`src/rtl/hazard_pkg.sv`:
```
// ----------------------------------------------------------------------------
// hazard_pkg
// Shared types and constants for the RV32I pipeline hazard control slice.
//   REG_ADDR_W   : architectural register address width
//   REG_X0       : address of the hard-wired zero register
//   pipe_entry_t : destination-register state carried by a shadow stage
//   BUBBLE       : empty stage (no instruction, no write)
//   make_entry() : builds an entry, dropping writes that target x0
// ----------------------------------------------------------------------------
package hazard_pkg;

  localparam int REG_ADDR_W = 5;
  localparam logic [REG_ADDR_W-1:0] REG_X0 = '0;

  typedef struct packed {
    logic                  valid;
    logic [REG_ADDR_W-1:0] rd;
    logic                  wren;
    logic                  is_load;
  } pipe_entry_t;

  localparam pipe_entry_t BUBBLE = '{valid: 1'b0, rd: '0, wren: 1'b0, is_load: 1'b0};

  // A write to x0 never produces a value anyone may forward or wait on, so
  // it is stored as a non-writing instruction.
  function automatic pipe_entry_t make_entry(input logic                  valid,
                                             input logic [REG_ADDR_W-1:0] rd,
                                             input logic                  wren,
                                             input logic                  is_load);
    pipe_entry_t e;
    e.valid   = valid;
    e.rd      = rd;
    e.wren    = wren & (rd != REG_X0);
    e.is_load = is_load;
    return e;
  endfunction

endpackage

```
`src/rtl/hazard_stage_reg.sv`:
```
// ----------------------------------------------------------------------------
// hazard_stage_reg
// One shadow pipeline stage holding destination-register state.
//   clk    : clock, rising edge
//   rst_n  : asynchronous active-low reset, clears the valid bit
//   hold   : keep current contents (pipeline freeze)
//   bubble : load an empty stage instead of d
//   d      : incoming entry from the previous stage
//   q      : current entry
// Only the valid bit is reset; the payload is don't-care while valid is low
// and every consumer qualifies it with valid.
// ----------------------------------------------------------------------------
module hazard_stage_reg
  import hazard_pkg::*;
(
  input  logic        clk,
  input  logic        rst_n,
  input  logic        hold,
  input  logic        bubble,
  input  pipe_entry_t d,
  output pipe_entry_t q
);

  logic                  valid_q;
  logic [REG_ADDR_W-1:0] rd_q;
  logic                  wren_q;
  logic                  is_load_q;

  always_ff @(posedge clk or negedge rst_n) begin
    if (!rst_n) begin
      valid_q <= 1'b0;
    end else if (!hold) begin
      valid_q <= bubble ? BUBBLE.valid : d.valid;
    end
  end

  always_ff @(posedge clk) begin
    if (!hold) begin
      if (bubble) begin
        rd_q      <= BUBBLE.rd;
        wren_q    <= BUBBLE.wren;
        is_load_q <= BUBBLE.is_load;
      end else begin
        rd_q      <= d.rd;
        wren_q    <= d.wren;
        is_load_q <= d.is_load;
      end
    end
  end

  assign q = '{valid: valid_q, rd: rd_q, wren: wren_q, is_load: is_load_q};

endmodule

```
`src/rtl/hazard_control_unit.sv`:
```
// ----------------------------------------------------------------------------
// hazard_control_unit
// Producer-side hazard control for the RV32I 5-stage pipeline. Tracks the
// destination register of the instructions in EX, MEM and WB, generates
// load-use stalls / EX bubbles / memory-wait freezes, and feeds the operand
// forwarding unit with rd addresses and forward-allow qualifiers.
//
// Parameters
//   CNT_W        : width of the saturating load-use bubble counter
//   DMEM_TIMEOUT : consecutive freeze cycles before o_dmem_timeout sets (>=1)
//
// Ports
//   i_clk, i_rst_n         : clock, asynchronous active-low reset
//   i_id_*                 : decoded fields of the instruction in ID
//   i_flush                : redirect resolved in EX, squash ID
//   i_dmem_ack             : load data valid in MEM this cycle
//   o_stall_id             : hold PC and IF/ID
//   o_bubble_ex            : inject NOP into ID/EX
//   o_freeze               : hold all pipeline registers
//   o_mem_rd_addr/_fwd_allow, o_wb_rd_addr/_fwd_allow : forwarding qualifiers
//   o_busy_vec             : registers with an in-flight write
//   o_load_use_cnt         : saturating count of load-use bubbles
//   o_dmem_timeout         : sticky memory-wait timeout flag
// ----------------------------------------------------------------------------
module hazard_control_unit
  import hazard_pkg::*;
#(
  parameter int CNT_W        = 16,
  parameter int DMEM_TIMEOUT = 64
) (
  input  logic                  i_clk,
  input  logic                  i_rst_n,
  input  logic                  i_id_valid,
  input  logic [REG_ADDR_W-1:0] i_id_rs1_addr,
  input  logic [REG_ADDR_W-1:0] i_id_rs2_addr,
  input  logic                  i_id_rs1_valid,
  input  logic                  i_id_rs2_valid,
  input  logic [REG_ADDR_W-1:0] i_id_rd_addr,
  input  logic                  i_id_rd_wren,
  input  logic                  i_id_is_load,
  input  logic                  i_flush,
  input  logic                  i_dmem_ack,
  output logic                  o_stall_id,
  output logic                  o_bubble_ex,
  output logic                  o_freeze,
  output logic [REG_ADDR_W-1:0] o_mem_rd_addr,
  output logic                  o_mem_fwd_allow,
  output logic [REG_ADDR_W-1:0] o_wb_rd_addr,
  output logic                  o_wb_fwd_allow,
  output logic [31:0]           o_busy_vec,
  output logic [CNT_W-1:0]      o_load_use_cnt,
  output logic                  o_dmem_timeout
);

  localparam int WAIT_W = $clog2(DMEM_TIMEOUT + 1);
  localparam logic [WAIT_W-1:0] WAIT_MAX  = WAIT_W'(DMEM_TIMEOUT);
  localparam logic [WAIT_W-1:0] WAIT_LAST = WAIT_W'(DMEM_TIMEOUT - 1);

  function automatic logic [CNT_W-1:0] sat_inc_cnt(input logic [CNT_W-1:0] v);
    return (&v) ? v : v + CNT_W'(1);
  endfunction

  function automatic logic [WAIT_W-1:0] sat_inc_wait(input logic [WAIT_W-1:0] v);
    return (v == WAIT_MAX) ? v : v + WAIT_W'(1);
  endfunction

  function automatic logic writes_reg(input pipe_entry_t e,
                                      input logic [REG_ADDR_W-1:0] r);
    return e.valid & e.wren & (e.rd == r);
  endfunction

  pipe_entry_t id_entry;
  pipe_entry_t ex_p0;
  pipe_entry_t mem_p1;
  pipe_entry_t wb_p2;
  logic        vld_p0;
  logic        vld_p1;
  logic        vld_p2;

  logic        rs1_hit;
  logic        rs2_hit;
  logic        load_use;
  logic        ex_bubble;

  logic [CNT_W-1:0]  lu_cnt_q;
  logic [WAIT_W-1:0] wait_q;
  logic              timeout_q;
  logic              timeout_hit;

  assign id_entry = make_entry(i_id_valid, i_id_rd_addr, i_id_rd_wren, i_id_is_load);

  assign vld_p0 = ex_p0.valid;
  assign vld_p1 = mem_p1.valid;
  assign vld_p2 = wb_p2.valid;

  // Hazard detection: a load in MEM without data freezes everything; a load
  // in EX whose rd is read by ID needs one bubble.
  assign o_freeze = vld_p1 & mem_p1.is_load & ~i_dmem_ack;

  assign rs1_hit  = i_id_rs1_valid & (i_id_rs1_addr == ex_p0.rd);
  assign rs2_hit  = i_id_rs2_valid & (i_id_rs2_addr == ex_p0.rd);
  assign load_use = i_id_valid & vld_p0 & ex_p0.is_load & ex_p0.wren & (rs1_hit | rs2_hit);

  // A redirect squashes the consumer, so there is nothing left to stall for.
  assign o_bubble_ex = load_use & ~o_freeze & ~i_flush;
  assign o_stall_id  = (load_use & ~i_flush) | o_freeze;

  // EX loads an empty slot on a flush or a load-use stall; while frozen the
  // hold input wins and the flush is simply seen again once the freeze clears.
  assign ex_bubble = i_flush | load_use;

  // ---- stage p0: EX ----
  hazard_stage_reg u_ex_stage (
    .clk    (i_clk),
    .rst_n  (i_rst_n),
    .hold   (o_freeze),
    .bubble (ex_bubble),
    .d      (id_entry),
    .q      (ex_p0)
  );

  // ---- stage p1: MEM ----
  hazard_stage_reg u_mem_stage (
    .clk    (i_clk),
    .rst_n  (i_rst_n),
    .hold   (o_freeze),
    .bubble (1'b0),
    .d      (ex_p0),
    .q      (mem_p1)
  );

  // ---- stage p2: WB ----
  hazard_stage_reg u_wb_stage (
    .clk    (i_clk),
    .rst_n  (i_rst_n),
    .hold   (o_freeze),
    .bubble (1'b0),
    .d      (mem_p1),
    .q      (wb_p2)
  );

  // Forwarding qualifiers. A load in MEM is only forwardable in the cycle
  // its data is acknowledged.
  assign o_mem_rd_addr   = vld_p1 ? mem_p1.rd : REG_X0;
  assign o_wb_rd_addr    = vld_p2 ? wb_p2.rd  : REG_X0;
  assign o_mem_fwd_allow = vld_p1 & mem_p1.wren & (~mem_p1.is_load | i_dmem_ack);
  assign o_wb_fwd_allow  = vld_p2 & wb_p2.wren;

  // x0 entries never carry wren, so bit 0 is skipped outright.
  always_comb begin
    o_busy_vec = '0;
    for (int r = 1; r < 32; r++) begin
      o_busy_vec[r] = writes_reg(ex_p0,  REG_ADDR_W'(r)) |
                      writes_reg(mem_p1, REG_ADDR_W'(r)) |
                      writes_reg(wb_p2,  REG_ADDR_W'(r));
    end
  end

  // The flag is raised combinationally in the freeze cycle that completes the
  // timeout window so it is visible in that same cycle, then held sticky.
  assign timeout_hit = o_freeze & (wait_q >= WAIT_LAST);

  always_ff @(posedge i_clk or negedge i_rst_n) begin
    if (!i_rst_n) begin
      lu_cnt_q  <= '0;
      wait_q    <= '0;
      timeout_q <= 1'b0;
    end else begin
      if (o_bubble_ex) begin
        lu_cnt_q <= sat_inc_cnt(lu_cnt_q);
      end
      wait_q <= o_freeze ? sat_inc_wait(wait_q) : '0;
      if (timeout_hit) begin
        timeout_q <= 1'b1;
      end
    end
  end

  assign o_load_use_cnt = lu_cnt_q;
  assign o_dmem_timeout = timeout_q | timeout_hit;

endmodule

```
`config.mk`:
```
export PLATFORM = sky130hd
export DESIGN_NAME = hazard_control_unit
export DESIGN_NICKNAME = d
export VERILOG_FILES = /design/src/rtl/hazard_pkg.sv /design/src/rtl/hazard_stage_reg.sv /design/src/rtl/hazard_control_unit.sv
export SDC_FILE = /design/constraint.sdc
export NUM_CORES = 1
export LEC_CHECK = 0
export ABC_AREA = 1
export CAP_MARGIN = 5
export CORE_MARGIN = 5
export CORE_UTILIZATION = 45
export CTS_CLUSTER_DIAMETER = 50
export DETAILED_ROUTE_END_ITERATION = 10
export GPL_ROUTABILITY_DRIVEN = 0
export PLACE_DENSITY = 0.74
export SETUP_SLACK_MARGIN = 0.05
export SYNTH_ARGS = -nofsm -noshare
export SYNTH_HDL_FRONTEND = slang
export SYNTH_SLANG_ARGS = --single-unit
```
`constraint.sdc`:
```
create_clock -name i_clk -period 2.2 [get_ports i_clk]
set_clock_uncertainty 0.15 [all_clocks]
set_input_delay 0.33 -clock i_clk [delete_from_list [all_inputs] [get_ports i_clk]]
set_output_delay 0.33 -clock i_clk [all_outputs]
set_load 0.02 [all_outputs]
```
==> impl_results.md <==
- Status: complete, but fails checks
- Failing checks: setup timing
- Num ports: 88
- Final setup fails: 1
- Main flop type after synthesis: dfrtp_1
- Sequential share of the synthesized area: a little over a third
- Sinks on the clock net: 47
- Drt pass-1 iters: 5
- Most common cell in the netlist: nand2_1
- Die Ht: between 90 and 100 um
- Initial Util: 46.51%
- CP cell instances: nor2_2 -> inv_2 -> nor2_1 -> nand2_1 -> nand3_1 -> clkdlybuf4s15_2
- Clock buffer depth: 2
- Initial antenna violation count: 0
- CP Class: reg -> out
- CTS tree: built
- DP HPWL: around 8 mm
- CP arrival: ~1700 ps
- Leading area contributor after synthesis: nand2_1
- Share of layout cells above drive strength 1: between 20% and 30%
- Cell Area, Synth: 0.003631 sq mm
- Multi-input gate area: between 0.002 and 0.0025 sq mm
- Number of flops mapped to enable cells by yosys: 20
- Worst slack, placed: -382.3 ps
- Unique masters post-synth: 37
- Area growth from synthesis to layout: 45.49%
- CP max-delay cell: edfxtp_1
- Worst setup margin: -10.01 ps
- Maximum vdd drop: 317.4 uV
- Iteration-0 DRC Markers: ~230
- Top cells by area, synth: nand2_1 (20%), dfrtp_1 (19%), edfxtp_1 (17%)
- FFs w/ async S/R, synth: around 57%
- CTS clock-pin slew for the worst setup and hold paths: 90 ps
- Pleak: between 2 and 3 nW
- Via/cell ratio: between 5 and 6
- Slew Viols, Final: 0
- Vias in the first global route: 3810
- Tot GR Track Use: a little over a fifth
- Post-Syn Instances: 554
- Minimum clock period after layout: approximately 2200 ps
- CTS HTree Levels: 2
- # port buffers: 86
- Global-route wire length before repair: approximately 17 mm
- Critical path's largest stage delay: roughly 520 ps
- Worst Hold Class: in -> async
- Period utilisation layout: 100.5%
- Filler instances: 667
- Register area: 0.001276 sq mm
- Critical path fanouts, max: 6
- Core Area: slightly below 0.008 sq mm
- Pwr per Cell Area: approximately 400 mW/mm^2
- Cell Rows: 32
- Crit path capture type: output port
- Largest delay share family, worst path: simple AND/OR/NAND/NOR gates
- Clock latency at the later pin of the worst-skew pair: 320 ps
- Antenna cells: 0
- Num CTS Buffers: 5
- RSZ-0062 raised after global routing: yes
- Detailed-route DRC error count: 0
- Total power: roughly 2.1 mW
- Buffers plus inverters on the worst setup path: 2
- Util after Layout: roughly two thirds
- Final ANT Viol Nets: 0
- DIE AREA: ~0.01 sq mm
- Final WL: 11.30 mm
- Vias: 4122
- Mapped Avg Cell Area: roughly 6.6 sq um
- Dpl cells: 763
- Yosys reg bits: between 40 and 50
- Largest net degree at the start of global routing: 28
- Nets: roughly 700
- Synth top area share: between 10% and 20%
- Final Hold Vio Count: 0
- Max cap viols: 0
- Yosys Warn Count: 0
- DIE WIDTH: roughly 100 um
- Top cells by count, synth: nand2_1 (193), inv_1 (83), nor2_1 (82)
- Critical Path RT: ~1700 ps
- Mapped Nets: 581
- Fin cells: approximately 790
- Gr ovfl total: 0
- Startpoint types: flip-flop
- Routed WL per cell: 14.28 um
- Clock root buffer: clkbuf_8
- Fmax: between 400 and 500 MHz
## per-stage QoR
step / instance area (sq um) / setup TNS [ps] / hold slack (ps)
6_report: 5283 / -10.01 / 224.7
3_5_place_dp: 4795 / -1490 / 301.7
4_1_cts: 4979 / 0 / 226.5
2_1_floorplan: 3638 / 0 / -115.6
5_1_grt: 5283 / -137.1 / 253.7
3_3_place_gp: 4795 / -1323 / 286.4
## kinds of logic after synthesis
family,Yosys count,synth area share (%)
DFF,47,35.15
xor gates and xnor gates,3,0.7238
other,1,0.1033
AOI/OAI and AO/OA,30,6.582
buffers and inverters,102,11.75
adders and majority gates,3,1.034
and+or+nand+nor,368,44.66
## placed cells by master, fill, tap and decap left out, types with 5 or more instances in the layout
cell type / synthesis / final
nand2_1: 193 / 174
inv_1: 83 / 79
buf_4: 1 / 54
nand3_1: 55 / 51
clkdlybuf4s50_1: 0 / 47
nor2_1: 82 / 44
nor2_2: 2 / 32
dfrtp_1: 27 / 27
edfxtp_1: 20 / 20
nand2_2: 0 / 16
buf_6: 3 / 16
buf_2: 1 / 13
o21bai_2: 10 / 10
nand3_2: 6 / 10
nor2_4: 1 / 9
o21bai_1: 8 / 8
inv_2: 6 / 8
nand4_1: 6 / 6
nor3_1: 6 / 6
a21oi_1: 6 / 6
clkbuf_8: 0 / 5
## cell type report
type                       instances  area share, %
timing repair buffer             140          23.50
tap                              102          2.416
sequential                        47          24.16
multi-input combinational        405          41.31
inverter                          89          6.419
clock inverter                     3         0.9000
clock buffer                       5          1.303
## registers in the layout, indices dropped and copies added (netlist names), 5 cells and up
name,cells
wait_q,7
u_wb_stage.rd_q,5
o_load_use_cnt,16
u_mem_stage.rd_q,5
u_ex_stage.rd_q,5
## path summary, 6_finish.rpt
kind	from	to	slack, ps	cells past startpoint
worst max-delay path	u_ex_stage.rd_q[1]	o_busy_vec[12]	-10	6
worst min-delay path	i_rst_n	o_load_use_cnt[0]	220	2
worst max register to register	u_ex_stage.rd_q[1]	o_load_use_cnt[1]	210	12
worst min register to register	timeout_q	timeout_q	320	1
max in group asynchronous	i_rst_n	timeout_q	1390	2
min in group i_clk	timeout_q	timeout_q	320	1
## timing repair
action | 4_1_cts | 5_1_grt
hold buffers | 0 | 0
hold endpoints to repair | 0 | 0
pin swaps | 8 | 13
cloned | 1 | 1
setup endpoints to repair | 36 | 46
gates resized for setup | 158 | 105
setup buffers | 9 | 9
## layer usage
| metal | global-route usage [%] | routed length, um |
|---|---|---|
| met4 | 10.19 | 456 |
| met3 | 4.448 | 735 |
| met1 | 26.51 | 4511 |
| met5 | 0 | 0 |
| met2 | 34.33 | 5594 |
## where the power goes
group / internal, mW / total, mW / switching [mW]
Clock: 0.344 / 0.661 / 0.316
Sequential: 0.957 / 0.992 / 0.0349
Combinational: 0.198 / 0.464 / 0.267
(Power assumes the default switching activity.)
